### src/rtl/prog_loader_pkg.sv
// Shared types and constants for the program loader.
//   state_t            loader FSM states
//   LEN_WIDTH_DEFAULT  width of the word-count header
//   BYTES_PER_WORD     bytes packed into one instruction word
//   BYTE_CNT_WIDTH     width of the byte-within-word counter
package prog_loader_pkg;

    localparam int unsigned LEN_WIDTH_DEFAULT = 16;
    localparam int unsigned BYTES_PER_WORD    = 4;
    localparam int unsigned BYTE_CNT_WIDTH    = 2;

    typedef enum logic [2:0] {
        ST_IDLE,
        ST_LEN_LO,
        ST_LEN_HI,
        ST_DATA,
        ST_CSUM,
        ST_DONE,
        ST_ERR
    } state_t;

endpackage

### src/rtl/prog_loader_if.sv
// Byte-stream input and instruction-memory write port of the program loader.
//   in_valid/in_data/in_ready  byte stream from the external source (valid/ready)
//   im_we/im_addr/im_wd        instruction-memory write port (one pulse per word)
// Modports: master = byte source / memory side, slave = loader.
interface prog_loader_if #(
    parameter int unsigned ADDRESS_WIDTH = 8,
    parameter int unsigned DATA_WIDTH    = 32
);
    logic                     in_valid;
    logic [7:0]               in_data;
    logic                     in_ready;
    logic                     im_we;
    logic [ADDRESS_WIDTH-1:0] im_addr;
    logic [DATA_WIDTH-1:0]    im_wd;

    modport master (
        output in_valid, in_data,
        input  in_ready, im_we, im_addr, im_wd
    );

    modport slave (
        input  in_valid, in_data,
        output in_ready, im_we, im_addr, im_wd
    );
endinterface

### src/rtl/prog_loader_byte_packer.sv
// Packs accepted bytes little-endian into 32-bit words.
//   i_clk, i_rst   clock, async active-high reset
//   i_clear        drop any partial word (new load)
//   i_valid        i_byte is accepted this cycle
//   i_byte         byte to pack
//   o_byte_cnt     bytes already held for the current word
//   o_word_valid   one-cycle pulse the cycle after the 4th byte
//   o_word         last completed word (first byte in [7:0]), held between pulses
module prog_loader_byte_packer
    import prog_loader_pkg::*;
(
    input  logic                      i_clk,
    input  logic                      i_rst,
    input  logic                      i_clear,
    input  logic                      i_valid,
    input  logic [7:0]                i_byte,
    output logic [BYTE_CNT_WIDTH-1:0] o_byte_cnt,
    output logic                      o_word_valid,
    output logic [31:0]               o_word
);

    logic [BYTE_CNT_WIDTH-1:0] r_cnt;
    logic [23:0]               r_shift;
    logic [31:0]               r_word;
    logic                      r_word_valid;

    // New bytes enter at the top so the first byte ends up in the low lane.
    always_ff @(posedge i_clk or posedge i_rst) begin
        if (i_rst) begin
            r_cnt        <= '0;
            r_shift      <= '0;
            r_word       <= '0;
            r_word_valid <= 1'b0;
        end else begin
            r_word_valid <= 1'b0;
            if (i_clear) begin
                r_cnt   <= '0;
                r_shift <= '0;
                r_word  <= '0;
            end else if (i_valid) begin
                r_cnt   <= r_cnt + BYTE_CNT_WIDTH'(1);
                r_shift <= {i_byte, r_shift[23:8]};
                if (r_cnt == BYTE_CNT_WIDTH'(BYTES_PER_WORD - 1)) begin
                    r_word       <= {i_byte, r_shift};
                    r_word_valid <= 1'b1;
                end
            end
        end
    end

    assign o_byte_cnt   = r_cnt;
    assign o_word_valid = r_word_valid;
    assign o_word       = r_word;

endmodule

### src/rtl/prog_loader.sv
// Program loader: receives a length-prefixed byte stream, writes the payload
// into instruction memory as 32-bit words and holds the core in reset meanwhile.
//   i_clk, i_rst  clock, async active-high reset
//   i_start       pulse: begin a new load (honoured in IDLE/DONE/ERR only)
//   bus           prog_loader_if.slave: byte stream in, instr-memory write port out
//   o_cpu_hold    core reset, 1 = held
//   o_busy        load in progress
//   o_done        last load completed
//   o_error       last load failed its checksum
// Optional feature: define LOADER_CHECKSUM_EN to require a trailing XOR checksum
// byte after the payload; without it o_error is tied low.
module prog_loader
    import prog_loader_pkg::*;
#(
    parameter int unsigned ADDRESS_WIDTH = 8,
    parameter int unsigned DATA_WIDTH    = 32,
    parameter int unsigned LEN_WIDTH     = LEN_WIDTH_DEFAULT
) (
    input  logic         i_clk,
    input  logic         i_rst,
    input  logic         i_start,
    prog_loader_if.slave bus,
    output logic         o_cpu_hold,
    output logic         o_busy,
    output logic         o_done,
    output logic         o_error
);

    state_t                    r_state;
    logic                      r_in_ready;
    logic                      r_cpu_hold;
    logic                      r_busy;
    logic                      r_done;
    logic [7:0]                r_len_lo;
    logic [LEN_WIDTH-1:0]      r_len;
    logic [LEN_WIDTH-1:0]      r_word_idx;
    logic [ADDRESS_WIDTH-1:0]  r_addr;
`ifdef LOADER_CHECKSUM_EN
    logic                      r_error;
    logic [7:0]                r_csum;
`endif

    logic                      w_accept;
    logic                      w_data_accept;
    logic                      w_start_ok;
    logic                      w_last_byte;
    logic [LEN_WIDTH-1:0]      w_len_hdr;
    logic [BYTE_CNT_WIDTH-1:0] w_byte_cnt;
    logic                      w_word_valid;
    logic [31:0]               w_word;

    assign w_accept      = bus.in_valid && r_in_ready;
    assign w_data_accept = w_accept && (r_state == ST_DATA);
    assign w_start_ok    = i_start && (r_state inside {ST_IDLE, ST_DONE, ST_ERR});
    assign w_len_hdr     = LEN_WIDTH'({bus.in_data, r_len_lo});

    // Word counter only advances on the write pulse, which always lands before the
    // next word's 4th byte, so it still names the word being packed here.
    assign w_last_byte = w_data_accept
                      && (w_byte_cnt == BYTE_CNT_WIDTH'(BYTES_PER_WORD - 1))
                      && (r_word_idx == r_len - LEN_WIDTH'(1));

    prog_loader_byte_packer u_packer (
        .i_clk        (i_clk),
        .i_rst        (i_rst),
        .i_clear      (w_start_ok),
        .i_valid      (w_data_accept),
        .i_byte       (bus.in_data),
        .o_byte_cnt   (w_byte_cnt),
        .o_word_valid (w_word_valid),
        .o_word       (w_word)
    );

    // Loader FSM with its address/word counters and checksum.
    always_ff @(posedge i_clk or posedge i_rst) begin
        if (i_rst) begin
            r_state    <= ST_IDLE;
            r_in_ready <= 1'b0;
            r_cpu_hold <= 1'b1;
            r_busy     <= 1'b0;
            r_done     <= 1'b0;
            r_len_lo   <= '0;
            r_len      <= '0;
            r_word_idx <= '0;
            r_addr     <= '0;
`ifdef LOADER_CHECKSUM_EN
            r_error    <= 1'b0;
            r_csum     <= '0;
`endif
        end else begin
            // Address follows the write pulse; wraps naturally at 2^ADDRESS_WIDTH.
            if (w_word_valid) begin
                r_word_idx <= r_word_idx + LEN_WIDTH'(1);
                r_addr     <= r_addr + ADDRESS_WIDTH'(BYTES_PER_WORD);
            end
`ifdef LOADER_CHECKSUM_EN
            if (w_data_accept) begin
                r_csum <= r_csum ^ bus.in_data;
            end
`endif
            case (r_state)
                ST_IDLE, ST_DONE, ST_ERR: begin
                    if (i_start) begin
                        r_state    <= ST_LEN_LO;
                        r_in_ready <= 1'b1;
                        r_cpu_hold <= 1'b1;
                        r_busy     <= 1'b1;
                        r_done     <= 1'b0;
                        r_word_idx <= '0;
                        r_addr     <= '0;
`ifdef LOADER_CHECKSUM_EN
                        r_error    <= 1'b0;
                        r_csum     <= '0;
`endif
                    end
                end
                ST_LEN_LO: begin
                    if (w_accept) begin
                        r_len_lo <= bus.in_data;
                        r_state  <= ST_LEN_HI;
                    end
                end
                ST_LEN_HI: begin
                    if (w_accept) begin
                        r_len <= w_len_hdr;
                        if (w_len_hdr == '0) begin
`ifdef LOADER_CHECKSUM_EN
                            r_state    <= ST_CSUM;
`else
                            r_state    <= ST_DONE;
                            r_in_ready <= 1'b0;
                            r_cpu_hold <= 1'b0;
                            r_busy     <= 1'b0;
                            r_done     <= 1'b1;
`endif
                        end else begin
                            r_state <= ST_DATA;
                        end
                    end
                end
                ST_DATA: begin
`ifdef LOADER_CHECKSUM_EN
                    // Final write pulse overlaps the first CSUM cycle.
                    if (w_last_byte) begin
                        r_state <= ST_CSUM;
                    end
`else
                    // Stop accepting after the last byte, finish once its word is written.
                    if (w_last_byte) begin
                        r_in_ready <= 1'b0;
                    end else if (!r_in_ready && w_word_valid) begin
                        r_state    <= ST_DONE;
                        r_cpu_hold <= 1'b0;
                        r_busy     <= 1'b0;
                        r_done     <= 1'b1;
                    end
`endif
                end
                ST_CSUM: begin
`ifdef LOADER_CHECKSUM_EN
                    if (w_accept) begin
                        r_in_ready <= 1'b0;
                        r_busy     <= 1'b0;
                        if (bus.in_data == r_csum) begin
                            r_state    <= ST_DONE;
                            r_cpu_hold <= 1'b0;
                            r_done     <= 1'b1;
                        end else begin
                            r_state <= ST_ERR;
                            r_error <= 1'b1;
                        end
                    end
`else
                    r_state <= ST_IDLE;
`endif
                end
                default: begin
                    r_state <= ST_IDLE;
                end
            endcase
        end
    end

    assign bus.in_ready = r_in_ready;
    assign bus.im_we    = w_word_valid;
    assign bus.im_addr  = r_addr;
    assign bus.im_wd    = DATA_WIDTH'(w_word);
    assign o_cpu_hold   = r_cpu_hold;
    assign o_busy       = r_busy;
    assign o_done       = r_done;
`ifdef LOADER_CHECKSUM_EN
    assign o_error      = r_error;
`else
    assign o_error      = 1'b0;
`endif

endmodule

### src/flat_wrapper.sv
// flat-port wrapper written by rule: the top's interface ports become plain ports
module prog_loader_flat import prog_loader_pkg::*;
#(
    parameter int unsigned ADDRESS_WIDTH = 8,
    parameter int unsigned DATA_WIDTH    = 32,
    parameter int unsigned LEN_WIDTH     = LEN_WIDTH_DEFAULT
)
  (i_clk, i_rst, i_start, o_cpu_hold, o_busy, o_done, o_error, bus_in_valid, bus_in_data, bus_in_ready, bus_im_we, bus_im_addr, bus_im_wd);
  prog_loader_if #(.ADDRESS_WIDTH(ADDRESS_WIDTH), .DATA_WIDTH(DATA_WIDTH)) bus_i ();
  input  logic i_clk;
  input  logic i_rst;
  input  logic i_start;
  output logic o_cpu_hold;
  output logic o_busy;
  output logic o_done;
  output logic o_error;
  input wire logic [$bits(bus_i.in_valid)-1:0] bus_in_valid;
  input wire logic [$bits(bus_i.in_data)-1:0] bus_in_data;
  output wire logic [$bits(bus_i.in_ready)-1:0] bus_in_ready;
  output wire logic [$bits(bus_i.im_we)-1:0] bus_im_we;
  output wire logic [$bits(bus_i.im_addr)-1:0] bus_im_addr;
  output wire logic [$bits(bus_i.im_wd)-1:0] bus_im_wd;
  assign bus_i.in_valid = bus_in_valid;
  assign bus_i.in_data = bus_in_data;
  assign bus_in_ready = bus_i.in_ready;
  assign bus_im_we = bus_i.im_we;
  assign bus_im_addr = bus_i.im_addr;
  assign bus_im_wd = bus_i.im_wd;
  prog_loader #(.ADDRESS_WIDTH(ADDRESS_WIDTH), .DATA_WIDTH(DATA_WIDTH), .LEN_WIDTH(LEN_WIDTH)) u_core (.i_clk(i_clk), .i_rst(i_rst), .i_start(i_start), .bus(bus_i), .o_cpu_hold(o_cpu_hold), .o_busy(o_busy), .o_done(o_done), .o_error(o_error));
endmodule
### config.mk
export PLATFORM = sky130hd
export DESIGN_NAME = prog_loader_flat
export DESIGN_NICKNAME = d
export VERILOG_FILES = /design/src/rtl/prog_loader_pkg.sv /design/src/rtl/prog_loader_if.sv /design/src/rtl/prog_loader_byte_packer.sv /design/src/rtl/prog_loader.sv /design/src/flat_wrapper.sv
export SDC_FILE = /design/constraint.sdc
export NUM_CORES = 1
export LEC_CHECK = 0
export ABC_AREA = 1
export CAP_MARGIN = 20
export CELL_PAD_IN_SITES_DETAIL_PLACEMENT = 1
export CELL_PAD_IN_SITES_GLOBAL_PLACEMENT = 2
export CORE_ASPECT_RATIO = 1.4
export CORE_UTILIZATION = 31
export CTS_CLUSTER_DIAMETER = 100
export CTS_CLUSTER_SIZE = 12
export DETAILED_ROUTE_END_ITERATION = 16
export GPL_TIMING_DRIVEN = 0
export PLACE_DENSITY_LB_ADDON = 0.1
export SYNTH_ARGS = -nofsm -noshare
export SYNTH_HDL_FRONTEND = slang
export SYNTH_SLANG_ARGS = --single-unit
### constraint.sdc
create_clock -name i_clk -period 3 [get_ports i_clk]
set_input_delay 0.3 -clock i_clk [delete_from_list [all_inputs] [get_ports i_clk]]
set_output_delay 0.3 -clock i_clk [all_outputs]
set_load 0.005 [all_outputs]
---- Word-level counts from Yosys, hierarchy flattened ----
Index checks and enable logic that the tools add are counted.
storage, ports and cells
  output and inout port bits .............. 46
  register bits ........................... 114
  bits of input ports ..................... 12
operators by class
  muxes and demuxes ....................... 37
  reductions and logical operators ........ 20
  add/sub/neg operators ................... 4
  equality and inequality tests ........... 14
operators with widths
  operator                                             count
  two-way mux 32 bit                                   3
  two-way mux 16 bit                                   3
  two-way mux 24 bit                                   2
  two-way mux 8 bit                                    3
  two-way mux 3 bit                                    6
  adder 16 x 1 -> 16 bit, second input constant        1
  equality test 16 bit                                 1
  logical NOT 16 bit                                   1
  subtractor 16 x 1 -> 16 bit, second input constant   1
  two-way mux 1 bit                                    14
  one-hot mux 3 bit (4 select lines)                   1
  AND reduction 5 bit                                  2
  one-hot mux 1 bit (3 select lines)                   3
  adder 8 x 3 -> 8 bit, second input constant          1
  != test 2 x 1 -> 1 bit, second input constant        4
  equality test 3 x 2 -> 1 bit, second input constant  2
  equality test 3 bit, second input constant           2
  logical AND 1 bit                                    6
  != test 2 bit, second input constant                 3
  AND reduction 2 bit                                  3
  AND reduction 6 bit                                  1
  nonzero test 3 bit                                   2
  two-way mux 2 bit                                    2
  nonzero test 2 bit                                   2
  other kinds (6)                                      6

---- Depth between registers and ports, before layout ----
Gate-level depths: netlist (run 1).
  depth in word-level cells ............... 6
  mapped depth ............................ 17
  depth with buffers taken out ............ 17

---- By module ----
Synthesis (run 1) repeated with hierarchy kept, for this count alone.
second synthesis, totals
  cells, all modules ...................... 716
  area total of the unflattened synthesis .. 5,519.0 µm²
by module, submodules not included
  module                   sequential area each (µm²)  times used  area an instance (µm²)  cells an instance
  prog_loader              1,327.5                     1           3,025.4                 419
  prog_loader_byte_packer  1,476.4                     1           2,493.6                 297

---- Least setup slack after synthesis (run 1) ----
OpenSTA, ideal clock, no wires.
  path type ............................... register -> register
  start ................................... reg u_core.r_len[0]
  end ..................................... reg u_core.r_in_ready, in the netlist u_core.bus.in_ready
  slack ................................... 1,312 ps
  setup time .............................. 120 ps
  cell stages (with the launch flop) ...... 16
  data arrival time ....................... 1,568 ps
  cell sequence ........................... dfrtp_1 -> inv_1 -> ha_1 -> nand2_1 -> nor2_1 -> nand2_1 -> nand3_1 -> nand2_1 -> inv_1 -> nand2_1 -> nor2_1 -> nand2_1 -> nand2_1 -> nand2_1 -> nand2_1 -> nand2_1
on the way
  longest elaborated chain between the ends .. 5
ends and longest elaborated chain
  element                           line                text
  from (decl)                       prog_loader.sv:35   logic [LEN_WIDTH-1:0] r_len;
  from (signal assigned)            prog_loader.sv:125  r_len <= w_len_hdr;
  subtractor 16 x 1 -> 16 bit       prog_loader.sv:61   && (r_word_idx == r_len - LEN_WIDTH'(1));
  equality test 16 bit              prog_loader.sv:61
  logical AND 1 bit                 prog_loader.sv:61
  != test 2 x 1 -> 1 bit (no line)  n/a
  AND reduction 5 bit (no line)     n/a
  to (signal assigned)              prog_loader.sv:78   r_in_ready <= 1'b0;
  to (signal assigned)              prog_loader.sv:105  r_in_ready <= 1'b1;
  to (signal assigned)              prog_loader.sv:131  r_in_ready <= 1'b0;
  to (decl)                         prog_loader.sv:30   logic r_in_ready;
Every way passes these cells.
A chain may end at the register's enable or synchronous reset.

---- Worst setup path after layout (run 1) ----
Ends and elaborated chain as after synthesis.

==> summary.txt, run 1 <==
Worst setup path
  – Crit path kind: reg2reg
  – Crit end category: flip-flop
  – Element type at the critical path start: flip-flop
  – Max stage delay on crit path: 0.41 ns
  – Crit path buf inv count: 2
  – Worst EP arrival: 2.53 ns
  – Critical Path, Cell by Cell: inv_1 -> ha_1 -> nand2_1 -> nor2_1 -> nand2_1 -> nand3_1 -> nand2_1 -> inv_1 -> nand2_1 -> nor2_1 -> nand2_1 -> nand2_1 -> nand2_1 -> nand2_1 -> nand2_1
  – Worst Path Required: 3.23 ns
  – Crit-path slowest cell: dfrtp_1
  – Crit path max fanout: 5
  – CP dominant cell by count: nand2_1
  – Delay-heaviest family, CP: simple AND/OR/NAND/NOR gates

Timing
  – Fmax achieved: 0.435 GHz
  – Clk_skew: 0.00772 ns
  – Worst Tran Pin Value: 0.759 ns
  – Hold slack: 0.422 ns
  – Worst Slack Setup Final: 0.700 ns
  – Setup Viol. Count Final: 0
  – Final Hold Vio Count: 0
  – Final setup TNS: 0 ns
  – Final min period: 2.30 ns
  – RSZ-0062 raised after global routing: false
  – Final period util: 0.767
  – Pins over their slew limit: 0
  – Slew margin rel.: 0.493

Floorplanning
  – Die Wd: 113 um
  – Height of the die: 157 um
  – Core ar.: 16700 um2
  – FP Rows: 56
  – # IOs: 58
  – DIE AREA: 17700 um2
  – Starting density of the core: 0.318

Place
  – Post-DP HPWL: 11.4 mm
  – Setup slack at placement: 0.544 ns
  – Global placement routability congestion: 0.783
  – Port bufs: 54

CTS
  – TritonCTS clock tree: done
  – Clk slew on worst S/H paths: 0.07 ns
  – Number of setup buffers added after CTS: 0
  – Clk root buf: clkbuf_16
  – Max clock buf depth: 2
  – CTS hold repair buffers: 0
  – Quantity of gates resized following cts: 0
  – Worst skew pair latency: 0.35 ns
  – CTS sink cnt: 112
  – Cts bufs inserted: 9
  – H-tree levels: 3

Synthesis
  – Top post-synthesis cells by count: 160 x nand2_1, 111 x dfrtp_1, 74 x inv_1, 49 x nand3_1, 48 x nor2_1
  – Syn avg cell area: 8.59 um2
  – EDFF count, synth: 0
  – Mapped Area: 5320 um2
  – Yosys warns: 0
  – Mapped Cells: 619
  – Most frequent cell after synthesis: nand2_1
  – Flops & latches, synth: 112
  – Cell taking the most area after synthesis: dfrtp_1
  – Asr flop ratio synth: 1.00
  – Sequential element share of the synthesized area: 0.527
  – Yosys top cell area share: 0.522
  – Synth top area cells: dfrtp_1 52%, nand2_1 11%, inv_1 5.2%
  – Distinct cells, synth: 39
  – Dominant synthesized flop cell: dfrtp_1

Drt
  – Post-DRT Antenna Nets: 0
  – Initial DRT Pass Iterations: 4
  – Residual DRC count: 0
  – DR vias: 4275
  – 1st-iter DRT viols: 176
  – Post-Route WL: 14.6 mm
  – Via density: 4.77
  – Drt wl/cell: 16.3 um

GRT
  – Number of global-route vias before repair: 4620
  – Total gr overflow: 0
  – First-pass GRT wire length: 24.2 mm
  – Largest net degree at the start of global routing: 43
  – Overall Global Routing Usage: 0.177
  – Initial antenna violation count: 0

Cells and area
  – Fraction of layout cells with a size suffix above 1: 0.0837
  – Fill cells: 1967
  – Register area: 2800 um2
  – Multi-input logic area: 2120 um2
  – Post-layout util: 0.384
  – Nets: 704
  – Area Overhead vs Synth: 20.9%
  – Antenna cells: 0

Run status
  – Status: finished, final reports clean

Power and ir drop
  – Total Power: 4.60 mW
  – Cell Pwr Density: 715 nW/um2
  – Leak: 3.32 nW
  – IR Drop Worst-Case VDD: 260 uV

Min path
  – HP Class: in2async

Run
  – Max cap viols: 0
## state kept, by name (all words and copies together), names as in the netlist, 2 cells and up
signal / cells
u_core.r_len: 16
u_core.bus.im_addr: 6
u_core.u_packer.o_byte_cnt: 2
u_core.r_state: 3
u_core.r_word_idx: 16
u_core.u_packer.r_shift: 24
u_core.u_packer.o_word: 32
u_core.r_len_lo: 8
## kinds of logic (layout without fill, tap and decap cells)
logic type | Yosys count | count (layout) | share of synthesized area
AO/OA/AOI/OAI | 83 | 83 | 0.0938
XOR/XNOR | 22 | 22 | 0.0362
adder cells (fa/ha/maj) | 4 | 4 | 0.00941
buffers and inverters | 100 | 172 | 0.0753
flip-flops | 112 | 112 | 0.527
multiplexers | 4 | 4 | 0.00847
other | 1 | 3 | 0.000705
AND/OR/NAND/NOR | 293 | 293 | 0.249
## per-layer routing
| layer | up-vias | share of wire | global-route usage |
|---|---|---|---|
| li1 | 2111 | - | - |
| met1 | 2115 | 0.41 | 0.205 |
| met2 | 39 | 0.55 | 0.340 |
| met3 | 10 | 0.022 | 0.0231 |
| met4 | 0 | 0.0092 | 0.0476 |
| met5 | - | 0 | 0 |
## power by group
part / leakage (nW) / internal [mW] / switching [mW]
registers: 1.51 / 1.77 / 0.264
logic: 1.69 / 0.530 / 0.931
clock network: 0.119 / 0.567 / 0.539
## layout by cell type, fill, tap and decap left out, types with 2 or more instances in the layout
cell / n
buf_12: 2
nand2_1: 160
nor4_1: 4
xor2_1: 13
nand3_1: 49
nand4_1: 2
nand3_2: 3
conb_1: 3
ha_1: 4
nor2_1: 48
dfrtp_1: 111
nor2_4: 3
o21ai_1: 8
buf_2: 8
buf_4: 4
nand4_2: 2
nand3b_1: 5
a22oi_1: 25
buf_1: 5
clkbuf_16: 9
nor2_2: 4
o21a_1: 2
o21ai_0: 28
a21oi_1: 17
clkinvlp_4: 4
mux2_2: 4
nor3_2: 2
xnor2_1: 9
inv_1: 73
clkdlybuf4s50_1: 54
inv_2: 4
nor3_1: 3
clkbuf_1: 8
nand2_2: 3
## final cells by class
| type | instances | area share |
|---|---|---|
| buffer | 22 | 0.0167 |
| clock buffer | 12 | 0.0368 |
| clock inverter | 4 | 0.00486 |
| inverter | 78 | 0.0461 |
| multi-input combinational | 409 | 0.330 |
| sequential | 112 | 0.436 |
| tap | 203 | 0.0395 |
| timing repair buffer | 56 | 0.0902 |
## worst register-to-register path, delay by kind of cell, from the launching register on
family / cells / cell delay [ns]
buffers and inverters: 2 / 0.23
flip-flops: 1 / 0.41
AND/OR/NAND/NOR: 12 / 1.28
adder cells (fa/ha/maj): 1 / 0.26
## stage by stage
stage / cells / cell area, um2
finish: 896 / 6430
global route: 896 / 6430
detailed placement: 880 / 6170
global placement: 878 / 6130
CTS: 896 / 6430
floorplan: 621 / 5330
## final timing paths
check                                  start                         end  slack (ns)  cells past startpoint
setup / recovery             u_core.r_len[0]         u_core.bus.in_ready        0.70                     15
hold / removal                         i_rst  u_core.u_packer.o_word[16]        0.42                      2
setup reg to reg             u_core.r_len[0]         u_core.bus.in_ready        0.70                     15
hold reg to reg            u_core.o_cpu_hold           u_core.o_cpu_hold        0.47                      2
max in group asynchronous              i_rst       u_core.r_word_idx[11]        1.63                      4
min in group i_clk         u_core.o_cpu_hold           u_core.o_cpu_hold        0.47                      2
(Power assumes the default switching activity.)
==> run 2, diff against run 1 <==
- clock period: 3 -> 2.1 ns (I/O delays scaled with it)
==> summary.txt, run 2 (same netlist as run 1, synthesis figures left out) <==
Timing
  – Worst Tran Pin Value: 0.757 ns
  – Clk_skew: 0.00792 ns
  – Final Hold Vio Count: 0
  – Setup Viol. Count Final: 0
  – Slew margin rel.: 0.494
  – Final min period: 1.99 ns
  – Final period util: 0.949
  – Fmax achieved: 0.502 GHz
  – Pins over their slew limit: 0
  – Final setup TNS: 0 ns
  – RSZ-0062 raised after global routing: true

Place
  – Global placement routability congestion: 0.783
  – Post-DP HPWL: 11.4 mm
  – Placed insts: 880
  – Port bufs: 54

CTS
  – H-tree levels: 3
  – CTS hold repair buffers: 0
  – Cts bufs inserted: 9
  – CTS sink cnt: 112
  – Clk slew on worst S/H paths: 0.07 ns
  – Clk root buf: clkbuf_16
  – TritonCTS clock tree: done
  – Max clock buf depth: 2
  – Worst skew pair latency: 0.35 ns

Drt
  – Initial DRT Pass Iterations: 4
  – Via density: 4.79
  – 1st-iter DRT viols: 187
  – Post-Route WL: 14.6 mm
  – DR vias: 4306
  – Residual DRC count: 0
  – Post-DRT Antenna Nets: 0
  – Drt wl/cell: 16.2 um

GRT
  – Largest net degree at the start of global routing: 43
  – Total gr overflow: 0
  – Overall Global Routing Usage: 0.178
  – Initial antenna violation count: 0
  – Number of global-route vias before repair: 4625
  – First-pass GRT wire length: 24.2 mm

Cells and area
  – Fraction of layout cells with a size suffix above 1: 0.105
  – Commonest non-fill, non-tap cell in the layout: nand2_1
  – Area Overhead vs Synth: 22.3%
  – Final non-filler cell total: 899
  – Post-layout util: 0.389
  – Antenna cells: 0
  – Largest register FFs: 32
  – Commonest cells after routing, fill and taps aside: 156 x nand2_1, 111 x dfrtp_1, 70 x inv_1
  – Nets: 707

Floorplanning
  – # IOs: 58
  – Height of the die: 157 um
  – Starting density of the core: 0.318
  – Core ar.: 16700 um2
  – DIE AREA: 17700 um2
  – Die Wd: 113 um
  – FP Rows: 56

Worst setup path
  – Crit end category: flip-flop
  – Capturing point of the worst reg2reg path: u_core.bus.in_ready
  – Worst Path Required: 2.33 ns
  – Worst EP arrival: 2.23 ns
  – Crit path max fanout: 3
  – R2R depth: 17
  – Element type at the critical path start: flip-flop
  – Crit path kind: reg2reg
  – R2R setup slack: 0.11 ns
  – R2r startpoint: u_core.r_len[0]

Min path
  – HP Class: in2async

Power and ir drop
  – Leak: 3.33 nW
  – Cell Pwr Density: 1030 nW/um2
  – IR Drop Worst-Case VDD: 370 uV

Run status
  – Status: finished, final reports clean

Run
  – Max cap viols: 0
[run 2: power by group]
part	switching [mW]	internal [mW]	leakage [nW]
logic	1.40	0.847	1.70
registers	0.381	2.53	1.51
clock network	0.763	0.809	0.119
[run 2: worst max-delay path, stage by stage (launching register included)]
cell     delay (ns)
dfrtp_1        0.40
inv_4          0.06
ha_4           0.27
inv_2          0.03
nand2_2        0.06
nand2_2        0.06
nor2_4         0.12
nand2_2        0.06
nor2_2         0.09
nand2_1        0.06
nor2_2         0.12
nand2_1        0.06
nor2_1         0.13
nand2_2        0.12
nand2_1        0.09
nand2_1        0.05
nand2_1        0.05
nand2_1        0.05
[run 2: through the flow]
step	power [mW]	worst slack, ns	cell area (um2)	hold WS (ns)
after global routing	7.26	-0.0756	6510	0.404
after floorplan	4.35	0.412	5330	0.346
final	6.73	0.108	6510	0.332
after global placement	5.02	-0.610	6130	0.452
after detailed placement	5.10	-0.266	6170	0.471
after CTS	6.74	0.0209	6450	0.341
[run 2: worst max path at each step]
stage	start	end	slack, ns
after global routing	u_core.r_len[0]	u_core.bus.in_ready	-0.08
final	u_core.r_len[0]	u_core.bus.in_ready	0.11
after floorplan	u_core.r_len[0]	u_core.bus.in_ready	0.41
after CTS	u_core.r_len[0]	u_core.bus.in_ready	0.02
after detailed placement	bus_in_valid	u_core.bus.in_ready	-0.27
after global placement	i_rst	u_core.r_word_idx[11]	-0.61
[run 2: cell type report]
class	count	area [um2]
multi-input cells	409	2170
well taps	203	254
clock buffers	12	236
inverters	78	299
clock inverters	4	31.3
plain buffers	22	108
repair buffers	59	603
fillers	1968	10200
flip-flops and latches	112	2800
[run 2: what timing repair did]
action,4_1_cts,5_1_grt
gates resized for setup,5,11
endpoints found under the setup margin,1,1
setup buffers,1,2
pin swaps,0,9
[run 2: metal layers]
layer / GRT usage / up-vias / routed length [um]
met5: 0 / - / 0
met4: 0.0476 / 0 / 131
met3: 0.0231 / 9 / 320
met2: 0.340 / 41 / 8100
met1: 0.205 / 2132 / 6050
li1: - / 2124 / -
